===== src/rtl/shot_turn_if.sv =====
// Keypad, ball-physics and HUD signals of the shot/turn sequencer.
//   inputs to the sequencer : refr_tick, key, key_pulse, ba/bb_moving, ba/bb_pot
//   outputs from sequencer  : aim/shot angle+force, fire, respawn strobes,
//                             player, scores, state, game_over, winner
interface shot_turn_if;
    logic       refr_tick;
    logic [4:0] key;
    logic [4:0] key_pulse;
    logic       ba_moving;
    logic       bb_moving;
    logic       ba_pot;
    logic       bb_pot;
    logic [8:0] aim_angle;
    logic [5:0] aim_force;
    logic [8:0] shot_angle;
    logic [5:0] shot_force;
    logic       fire;
    logic       respawn_ba;
    logic       respawn_bb;
    logic       player;
    logic [3:0] score0;
    logic [3:0] score1;
    logic [1:0] state;
    logic       game_over;
    logic       winner;

    // Environment side: keypad decoder, physics block and HUD.
    modport master (
        output refr_tick, key, key_pulse, ba_moving, bb_moving, ba_pot, bb_pot,
        input  aim_angle, aim_force, shot_angle, shot_force, fire, respawn_ba,
               respawn_bb, player, score0, score1, state, game_over, winner
    );

    // Sequencer side.
    modport slave (
        input  refr_tick, key, key_pulse, ba_moving, bb_moving, ba_pot, bb_pot,
        output aim_angle, aim_force, shot_angle, shot_force, fire, respawn_ba,
               respawn_bb, player, score0, score1, state, game_over, winner
    );
endinterface


===== src/rtl/shot_turn_ctrl.sv =====
// Two-player turn and shot sequencer for the billiard table.
//   clk  : system clock
//   rst  : asynchronous active-low reset
//   bus  : shot_turn_if.slave -- keypad/physics inputs, HUD/physics outputs
// AIM collects angle/force, fire launches ball A, ROLL waits for rest (or
// timeout), JUDGE scores the shot for one cycle, OVER holds until restart.
module shot_turn_ctrl #(
    parameter int unsigned MAX_FORCE    = 12,
    parameter int unsigned FORCE_RPT    = 6,
    parameter int unsigned ANG_STEP     = 5,
    parameter int unsigned ANG_RPT      = 4,
    parameter int unsigned SETTLE_TICKS = 30,
    parameter int unsigned ROLL_TIMEOUT = 1023,
    parameter int unsigned WIN_SCORE    = 5
) (
    input  logic         clk,
    input  logic         rst,
    shot_turn_if.slave   bus
);

    localparam int unsigned ANG_W = 9;
    localparam int unsigned FRC_W = 6;
    localparam int unsigned CNT_W = 10;
    localparam int unsigned RPT_W = 4;
    localparam int unsigned SCR_W = 4;

    localparam logic [4:0] KEY_CCW    = 5'h11;
    localparam logic [4:0] KEY_CW     = 5'h17;
    localparam logic [4:0] KEY_CHARGE = 5'h14;
    localparam logic [4:0] KEY_FIRE   = 5'h10;

    typedef enum logic [1:0] {
        ST_AIM   = 2'd0,
        ST_ROLL  = 2'd1,
        ST_JUDGE = 2'd2,
        ST_OVER  = 2'd3
    } state_t;

    state_t             state_q;
    logic [ANG_W-1:0]   aim_angle_q, shot_angle_q;
    logic [FRC_W-1:0]   aim_force_q, shot_force_q;
    logic [RPT_W-1:0]   ang_rpt_q, frc_rpt_q;
    logic [CNT_W-1:0]   roll_cnt_q, rest_cnt_q;
    logic               first_tick_q;
    logic               pa_q, pb_q;
    logic               fire_q, respawn_ba_q, respawn_bb_q;
    logic               player_q, game_over_q, winner_q;
    logic [SCR_W-1:0]   score0_q, score1_q;

    logic [ANG_W-1:0]   ang_plus, ang_minus;
    logic [RPT_W-1:0]   ang_rpt_inc, frc_rpt_inc;
    logic [CNT_W-1:0]   roll_inc, rest_inc;
    logic               at_rest, fire_req, award, win;
    logic [SCR_W-1:0]   score_inc;

    // Wrapped angle steps, repeat/roll counter increments and judge outcome.
    always_comb begin
        ang_plus    = (aim_angle_q >= ANG_W'(360 - ANG_STEP))
                      ? aim_angle_q - ANG_W'(360 - ANG_STEP)
                      : aim_angle_q + ANG_W'(ANG_STEP);
        ang_minus   = (aim_angle_q < ANG_W'(ANG_STEP))
                      ? aim_angle_q + ANG_W'(360 - ANG_STEP)
                      : aim_angle_q - ANG_W'(ANG_STEP);
        ang_rpt_inc = ang_rpt_q + RPT_W'(1);
        frc_rpt_inc = frc_rpt_q + RPT_W'(1);
        roll_inc    = roll_cnt_q + CNT_W'(1);
        rest_inc    = rest_cnt_q + CNT_W'(1);
        // The first tick after fire never counts towards the rest streak.
        at_rest     = !bus.ba_moving && !bus.bb_moving && !first_tick_q;
        fire_req    = (bus.key_pulse == KEY_FIRE) && (aim_force_q != '0);
        award       = pb_q && !pa_q;
        score_inc   = (player_q ? score1_q : score0_q) + SCR_W'(1);
        win         = award && (score_inc == SCR_W'(WIN_SCORE));
    end

    // Sequencer state and all registered outputs.
    always_ff @(posedge clk or negedge rst) begin
        if (!rst) begin
            state_q      <= ST_AIM;
            aim_angle_q  <= '0;
            aim_force_q  <= '0;
            shot_angle_q <= '0;
            shot_force_q <= '0;
            ang_rpt_q    <= '0;
            frc_rpt_q    <= '0;
            roll_cnt_q   <= '0;
            rest_cnt_q   <= '0;
            first_tick_q <= 1'b0;
            pa_q         <= 1'b0;
            pb_q         <= 1'b0;
            fire_q       <= 1'b0;
            respawn_ba_q <= 1'b0;
            respawn_bb_q <= 1'b0;
            player_q     <= 1'b0;
            score0_q     <= '0;
            score1_q     <= '0;
            game_over_q  <= 1'b0;
            winner_q     <= 1'b0;
        end else begin
            fire_q       <= 1'b0;
            respawn_ba_q <= 1'b0;
            respawn_bb_q <= 1'b0;
            unique case (state_q)
                ST_AIM: begin
                    if (fire_req) begin
                        // Fire wins over a coincident frame tick.
                        shot_angle_q <= aim_angle_q;
                        shot_force_q <= aim_force_q;
                        aim_force_q  <= '0;
                        fire_q       <= 1'b1;
                        pa_q         <= 1'b0;
                        pb_q         <= 1'b0;
                        roll_cnt_q   <= '0;
                        rest_cnt_q   <= '0;
                        first_tick_q <= 1'b1;
                        ang_rpt_q    <= '0;
                        frc_rpt_q    <= '0;
                        state_q      <= ST_ROLL;
                    end else if (bus.refr_tick) begin
                        if (bus.key == KEY_CCW || bus.key == KEY_CW) begin
                            if (ang_rpt_inc == RPT_W'(ANG_RPT)) begin
                                ang_rpt_q   <= '0;
                                aim_angle_q <= (bus.key == KEY_CCW) ? ang_plus : ang_minus;
                            end else begin
                                ang_rpt_q   <= ang_rpt_inc;
                            end
                        end else begin
                            ang_rpt_q <= '0;
                        end
                        if (bus.key == KEY_CHARGE) begin
                            if (frc_rpt_inc == RPT_W'(FORCE_RPT)) begin
                                frc_rpt_q <= '0;
                                if (aim_force_q != FRC_W'(MAX_FORCE)) begin
                                    aim_force_q <= aim_force_q + FRC_W'(1);
                                end
                            end else begin
                                frc_rpt_q <= frc_rpt_inc;
                            end
                        end else begin
                            frc_rpt_q <= '0;
                        end
                    end
                end
                ST_ROLL: begin
                    pa_q <= pa_q | bus.ba_pot;
                    pb_q <= pb_q | bus.bb_pot;
                    if (bus.refr_tick) begin
                        roll_cnt_q   <= roll_inc;
                        rest_cnt_q   <= at_rest ? rest_inc : '0;
                        first_tick_q <= 1'b0;
                        if ((at_rest && rest_inc == CNT_W'(SETTLE_TICKS)) ||
                            roll_inc == CNT_W'(ROLL_TIMEOUT)) begin
                            state_q <= ST_JUDGE;
                        end
                    end
                end
                ST_JUDGE: begin
                    if (award) begin
                        if (player_q) score1_q <= score_inc;
                        else          score0_q <= score_inc;
                        respawn_bb_q <= 1'b1;
                    end else begin
                        // Foul (ball A potted) or empty shot both pass the turn.
                        player_q     <= ~player_q;
                        respawn_ba_q <= pa_q;
                        respawn_bb_q <= pa_q & pb_q;
                    end
                    game_over_q <= win;
                    winner_q    <= win ? player_q : winner_q;
                    state_q     <= win ? ST_OVER : ST_AIM;
                end
                ST_OVER: begin
                    if (bus.key_pulse == KEY_FIRE) begin
                        score0_q     <= '0;
                        score1_q     <= '0;
                        aim_angle_q  <= '0;
                        aim_force_q  <= '0;
                        shot_angle_q <= '0;
                        shot_force_q <= '0;
                        ang_rpt_q    <= '0;
                        frc_rpt_q    <= '0;
                        player_q     <= 1'b0;
                        game_over_q  <= 1'b0;
                        winner_q     <= 1'b0;
                        state_q      <= ST_AIM;
                    end
                end
            endcase
        end
    end

    assign bus.aim_angle  = aim_angle_q;
    assign bus.aim_force  = aim_force_q;
    assign bus.shot_angle = shot_angle_q;
    assign bus.shot_force = shot_force_q;
    assign bus.fire       = fire_q;
    assign bus.respawn_ba = respawn_ba_q;
    assign bus.respawn_bb = respawn_bb_q;
    assign bus.player     = player_q;
    assign bus.score0     = score0_q;
    assign bus.score1     = score1_q;
    assign bus.state      = state_q;
    assign bus.game_over  = game_over_q;
    assign bus.winner     = winner_q;

endmodule


===== src/flat_wrapper.sv =====
// flat-port wrapper written by rule: the top's interface ports become plain ports
module shot_turn_ctrl_flat 
#(
    parameter int unsigned MAX_FORCE    = 12,
    parameter int unsigned FORCE_RPT    = 6,
    parameter int unsigned ANG_STEP     = 5,
    parameter int unsigned ANG_RPT      = 4,
    parameter int unsigned SETTLE_TICKS = 30,
    parameter int unsigned ROLL_TIMEOUT = 1023,
    parameter int unsigned WIN_SCORE    = 5
)
  (clk, rst, bus_refr_tick, bus_key, bus_key_pulse, bus_ba_moving, bus_bb_moving, bus_ba_pot, bus_bb_pot, bus_aim_angle, bus_aim_force, bus_shot_angle, bus_shot_force, bus_fire, bus_respawn_ba, bus_respawn_bb, bus_player, bus_score0, bus_score1, bus_state, bus_game_over, bus_winner);
  shot_turn_if bus_i ();
  input  logic clk;
  input  logic rst;
  input wire logic [$bits(bus_i.refr_tick)-1:0] bus_refr_tick;
  input wire logic [$bits(bus_i.key)-1:0] bus_key;
  input wire logic [$bits(bus_i.key_pulse)-1:0] bus_key_pulse;
  input wire logic [$bits(bus_i.ba_moving)-1:0] bus_ba_moving;
  input wire logic [$bits(bus_i.bb_moving)-1:0] bus_bb_moving;
  input wire logic [$bits(bus_i.ba_pot)-1:0] bus_ba_pot;
  input wire logic [$bits(bus_i.bb_pot)-1:0] bus_bb_pot;
  output wire logic [$bits(bus_i.aim_angle)-1:0] bus_aim_angle;
  output wire logic [$bits(bus_i.aim_force)-1:0] bus_aim_force;
  output wire logic [$bits(bus_i.shot_angle)-1:0] bus_shot_angle;
  output wire logic [$bits(bus_i.shot_force)-1:0] bus_shot_force;
  output wire logic [$bits(bus_i.fire)-1:0] bus_fire;
  output wire logic [$bits(bus_i.respawn_ba)-1:0] bus_respawn_ba;
  output wire logic [$bits(bus_i.respawn_bb)-1:0] bus_respawn_bb;
  output wire logic [$bits(bus_i.player)-1:0] bus_player;
  output wire logic [$bits(bus_i.score0)-1:0] bus_score0;
  output wire logic [$bits(bus_i.score1)-1:0] bus_score1;
  output wire logic [$bits(bus_i.state)-1:0] bus_state;
  output wire logic [$bits(bus_i.game_over)-1:0] bus_game_over;
  output wire logic [$bits(bus_i.winner)-1:0] bus_winner;
  assign bus_i.refr_tick = bus_refr_tick;
  assign bus_i.key = bus_key;
  assign bus_i.key_pulse = bus_key_pulse;
  assign bus_i.ba_moving = bus_ba_moving;
  assign bus_i.bb_moving = bus_bb_moving;
  assign bus_i.ba_pot = bus_ba_pot;
  assign bus_i.bb_pot = bus_bb_pot;
  assign bus_aim_angle = bus_i.aim_angle;
  assign bus_aim_force = bus_i.aim_force;
  assign bus_shot_angle = bus_i.shot_angle;
  assign bus_shot_force = bus_i.shot_force;
  assign bus_fire = bus_i.fire;
  assign bus_respawn_ba = bus_i.respawn_ba;
  assign bus_respawn_bb = bus_i.respawn_bb;
  assign bus_player = bus_i.player;
  assign bus_score0 = bus_i.score0;
  assign bus_score1 = bus_i.score1;
  assign bus_state = bus_i.state;
  assign bus_game_over = bus_i.game_over;
  assign bus_winner = bus_i.winner;
  shot_turn_ctrl #(.MAX_FORCE(MAX_FORCE), .FORCE_RPT(FORCE_RPT), .ANG_STEP(ANG_STEP), .ANG_RPT(ANG_RPT), .SETTLE_TICKS(SETTLE_TICKS), .ROLL_TIMEOUT(ROLL_TIMEOUT), .WIN_SCORE(WIN_SCORE)) u_core (.clk(clk), .rst(rst), .bus(bus_i));
endmodule

===== config.mk =====
export PLATFORM = sky130hd
export DESIGN_NAME = shot_turn_ctrl_flat
export DESIGN_NICKNAME = d
export VERILOG_FILES = /design/src/rtl/shot_turn_if.sv /design/src/rtl/shot_turn_ctrl.sv /design/src/flat_wrapper.sv
export SDC_FILE = /design/constraint.sdc
export NUM_CORES = 1
export LEC_CHECK = 0
export ABC_AREA = 1
export CAP_MARGIN = 10
export CORE_MARGIN = 4
export CORE_UTILIZATION = 56
export DETAILED_ROUTE_END_ITERATION = 8
export HOLD_SLACK_MARGIN = 0.03
export PLACE_DENSITY_LB_ADDON = 0.25
export SKIP_LAST_GASP = 1
export SLEW_MARGIN = 20
export SYNTH_ARGS = -nofsm -noshare
export SYNTH_HDL_FRONTEND = slang
export SYNTH_SLANG_ARGS = --single-unit

===== constraint.sdc =====
create_clock -name clk -period 2.09 [get_ports clk]
set_input_delay 0.627 -clock clk [delete_from_list [all_inputs] [get_ports clk]]
set_output_delay 0.627 -clock clk [all_outputs]
set_load 0.03 [all_outputs]

==> flow_metrics.env <==
export IMPL_tightestPinTransition_ns=0.3253
export IMPL_final_setup_viol_count=0
export IMPL_drv_cap=0
export IMPL_finalCriticalPeriod_ns=2.051
export IMPL_rows=33
export IMPL_worstPathCellList="clkdlybuf4s50_1"
export IMPL_root_buffer="clkbuf_8"
export IMPL_drtIter0Drc=259
export IMPL_clock_skew_ns=0.009760
export IMPL_startpoint_type="register"
export IMPL_instances_no_fill=855
export IMPL_cts_max_level=3
export IMPL_min_path_type="in2async"
export IMPL_slowest_stage="clkdlybuf4s50_1"
export IMPL_grt_total_usage_pct=24.34
export IMPL_r2r_start="u_core.bus.player$_DFFE_PN0P_"
export IMPL_wirelength_um=11910
export IMPL_drt_first_pass_iters=4
export IMPL_synth_ff_latch_count=77
export IMPL_avgViaCountPerCell=5.346
export IMPL_place_congestion=0.8838
export IMPL_drc=0
export IMPL_crit_family="buffers and inverters"
export IMPL_synth_nets=681
export IMPL_wire_per_inst_um=13.93
export IMPL_path_clk_slew_ns=0.09
export IMPL_max_freq_mhz=487.6
export IMPL_initial_core_util_pct=58.46
export IMPL_grt_setup_unrepaired="yes"
export IMPL_crit_path_end_kind="output pin"
export IMPL_fill_cells=662
export IMPL_clockBufferDepth=2
export IMPL_power_density_nw_per_um2=1447
export IMPL_syn_inst=645
export IMPL_cp_startpoint="u_core.bus.shot_force[5]$_DFFE_PN0P_"
export IMPL_worst_path_max_fanout=2
export IMPL_peakVddDrop_v=0.0009340
export IMPL_synth_cell_types=45
export IMPL_drv_slew=0
export IMPL_clock_latency_ns=0.35
export IMPL_post_route_period_util_pct=98.13
export IMPL_worstPathArrival_ns=1.42
export IMPL_status="complete, no violations"
export IMPL_grt_pass1_vias=4585
export IMPL_core_um2=8341
export IMPL_dp_hpwl_um=8754
export IMPL_antenna_found_initial=0
export IMPL_fp_dieH_um=101.3
export IMPL_synthToLayoutAreaGrowth_pct=25.53
export IMPL_avgSynthCellArea_um2=7.560
export IMPL_io_pins=63
export IMPL_p_leak_nw=3.075
export IMPL_critical_path_class="reg2out"
export IMPL_yosysWarnings=0
export IMPL_r2r_setup_slack_ns=0.12
export IMPL_cts_sinks=77
export IMPL_mostFrequentLayoutCell="nand2_1"
export IMPL_grt_overflow=0
export IMPL_numCtsBuffers=9
export IMPL_crit_buf_inv=1
export IMPL_hold_viol=0
export IMPL_ys_seq_area_share_pct=39.52
export IMPL_die_w_um=101.3
export IMPL_layout_common_cells="nand2_1 (167), inv_1 (94), dfrtp_1 (77)"
export IMPL_grt_max_degree=47
export IMPL_max_slew_margin_rel_pct=78.24
export IMPL_grt_pass1_wl_um=20380
export IMPL_port_buffers=62
export IMPL_cts_tree="done"
export IMPL_n_antenna_cell=0
export IMPL_final_util_pct=73.39
export IMPL_r2r_cells=11
export IMPL_die_area_um2=10260
export IMPL_ant_nets=0
export IMPL_worst_path_largest_cell_delay_ns=0.69
export IMPL_drive_gt1_share_pct=13.33
export IMPL_r2r_end="u_core.bus.winner$_DFFE_PN0P_"
export IMPL_syn_area_um2=4876
export IMPL_vias=4571
export IMPL_nets=781
export IMPL_dp_cells=838
export IMPL_required_ns=1.46
-- sequential cells by signal, summed over array words and instances, names as in the netlist --
register,flops
u_core.roll_cnt_q,10
u_core.pa_q,1
u_core.bus.aim_force,6
u_core.bus.respawn_bb,1
u_core.bus.aim_angle,9
u_core.bus.fire,1
u_core.bus.score0,4
u_core.bus.winner,1
u_core.pb_q,1
u_core.bus.score1,4
u_core.bus.game_over,1
u_core.bus.shot_angle,9
u_core.bus.state,2
u_core.bus.player,1
u_core.frc_rpt_q,4
u_core.first_tick_q,1
u_core.bus.respawn_ba,1
u_core.ang_rpt_q,4
u_core.rest_cnt_q,10
u_core.bus.shot_force,6
-- stage by stage --
stage	total power, W	hold WS, ns	worst slack, ns	setup TNS, ns	instance area (µm²)
6_report	0.008855	0.1369	0.03903	0	6121
4_1_cts	0.008799	0.1418	0.01710	0	6091
2_1_floorplan	0.005715	0.3314	0.1588	0	4876
3_3_place_gp	0.007284	0.4660	-0.1125	-3.404	5858
5_1_grt	0.009542	0.1377	-0.03688	-0.06539	6121
3_5_place_dp	0.007428	0.4746	-0.1527	-5.742	5858
-- worst max path at each step --
| stage | slack, ns | cells after the start | endpoint |
|---|---|---|---|
| 2_1_floorplan | 0.16 | 8 | u_core.roll_cnt_q[2]$_DFFE_PN0P_ |
| 3_3_place_gp | -0.11 | 8 | u_core.bus.aim_force[3]$_DFFE_PN0P_ |
| 3_5_place_dp | -0.15 | 11 | u_core.bus.shot_angle[3]$_DFFE_PN0P_ |
| 4_1_cts | 0.02 | 1 | bus_aim_angle[3] |
| 5_1_grt | -0.04 | 11 | u_core.bus.score0[0]$_DFFE_PN0P_ |
| 6_report | 0.04 | 1 | bus_shot_force[5] |
-- logic make-up (layout without fill, tap and decap cells) --
logic type / count (synthesis) / in the layout / share of synthesized area [%]
and+or+nand+nor: 327 / 327 / 30.77
DFF: 77 / 77 / 39.52
AOI/OAI and AO/OA: 83 / 83 / 10.70
buffers and inverters: 116 / 221 / 10.01
xor gates and xnor gates: 23 / 23 / 4.131
adders and majority gates: 19 / 19 / 4.876
-- area by class of cell --
cell class	count	area, µm²	share of cell area [%]
Multi-Input combinational cell	452	2479	40.49
Sequential cell	77	1927	31.48
Timing Repair Buffer	106	964.7	15.76
Inverter	99	372.9	6.092
Clock buffer	9	123.9	2.024
Tap cell	105	131.4	2.146
Clock inverter	7	122.6	2.003
-- cells in the mapped netlist, drive strengths merged --
| master | count | area [µm²] |
|---|---|---|
| o21a | 2 | 15.01 |
| nor4 | 3 | 18.77 |
| nor2 | 46 | 190.2 |
| and3 | 1 | 6.260 |
| nand4 | 13 | 93.84 |
| clkbuf | 2 | 7.510 |
| o31ai | 5 | 56.30 |
| o21ai | 53 | 272.8 |
| xnor2 | 4 | 35.03 |
| nand3 | 78 | 425.4 |
| nand2 | 176 | 698.2 |
| nand3b | 2 | 15.01 |
| nor3b | 1 | 12.51 |
| a31o | 1 | 8.760 |
| clkinv | 2 | 8.750 |
| inv | 97 | 364.1 |
| a31oi | 1 | 6.260 |
| a21oi | 12 | 97.59 |
| buf | 15 | 107.6 |
| dfrtp | 77 | 1927 |
| xor2 | 19 | 166.4 |
| o21bai | 2 | 15.01 |
| ha | 19 | 237.7 |
| nor3 | 7 | 40.04 |
| o22ai | 7 | 50.05 |
-- layer usage --
metal	up-vias	routed length (µm)	track usage, %
met5	-	0	0
met2	116	5881	41.85
met4	0	161	7.566
li1	2262	-	-
met3	18	511	3.788
met1	2175	5355	31.58
-- what timing repair did --
action | in CTS | in global routing
buffers inserted | 0 | 1
hold buffers | 0 | 0
endpoints found under the setup margin | 11 | 6
gates resized for setup | 11 | 6
-- where the power goes --
group	switching, W	internal [W]	leakage [nW]
clock	0.000593	0.000799	0.116
sequential	0.000378	0.00198	1.01
combinational	0.00319	0.00192	1.94
Note: power is estimated with default switching activity, not from simulation.
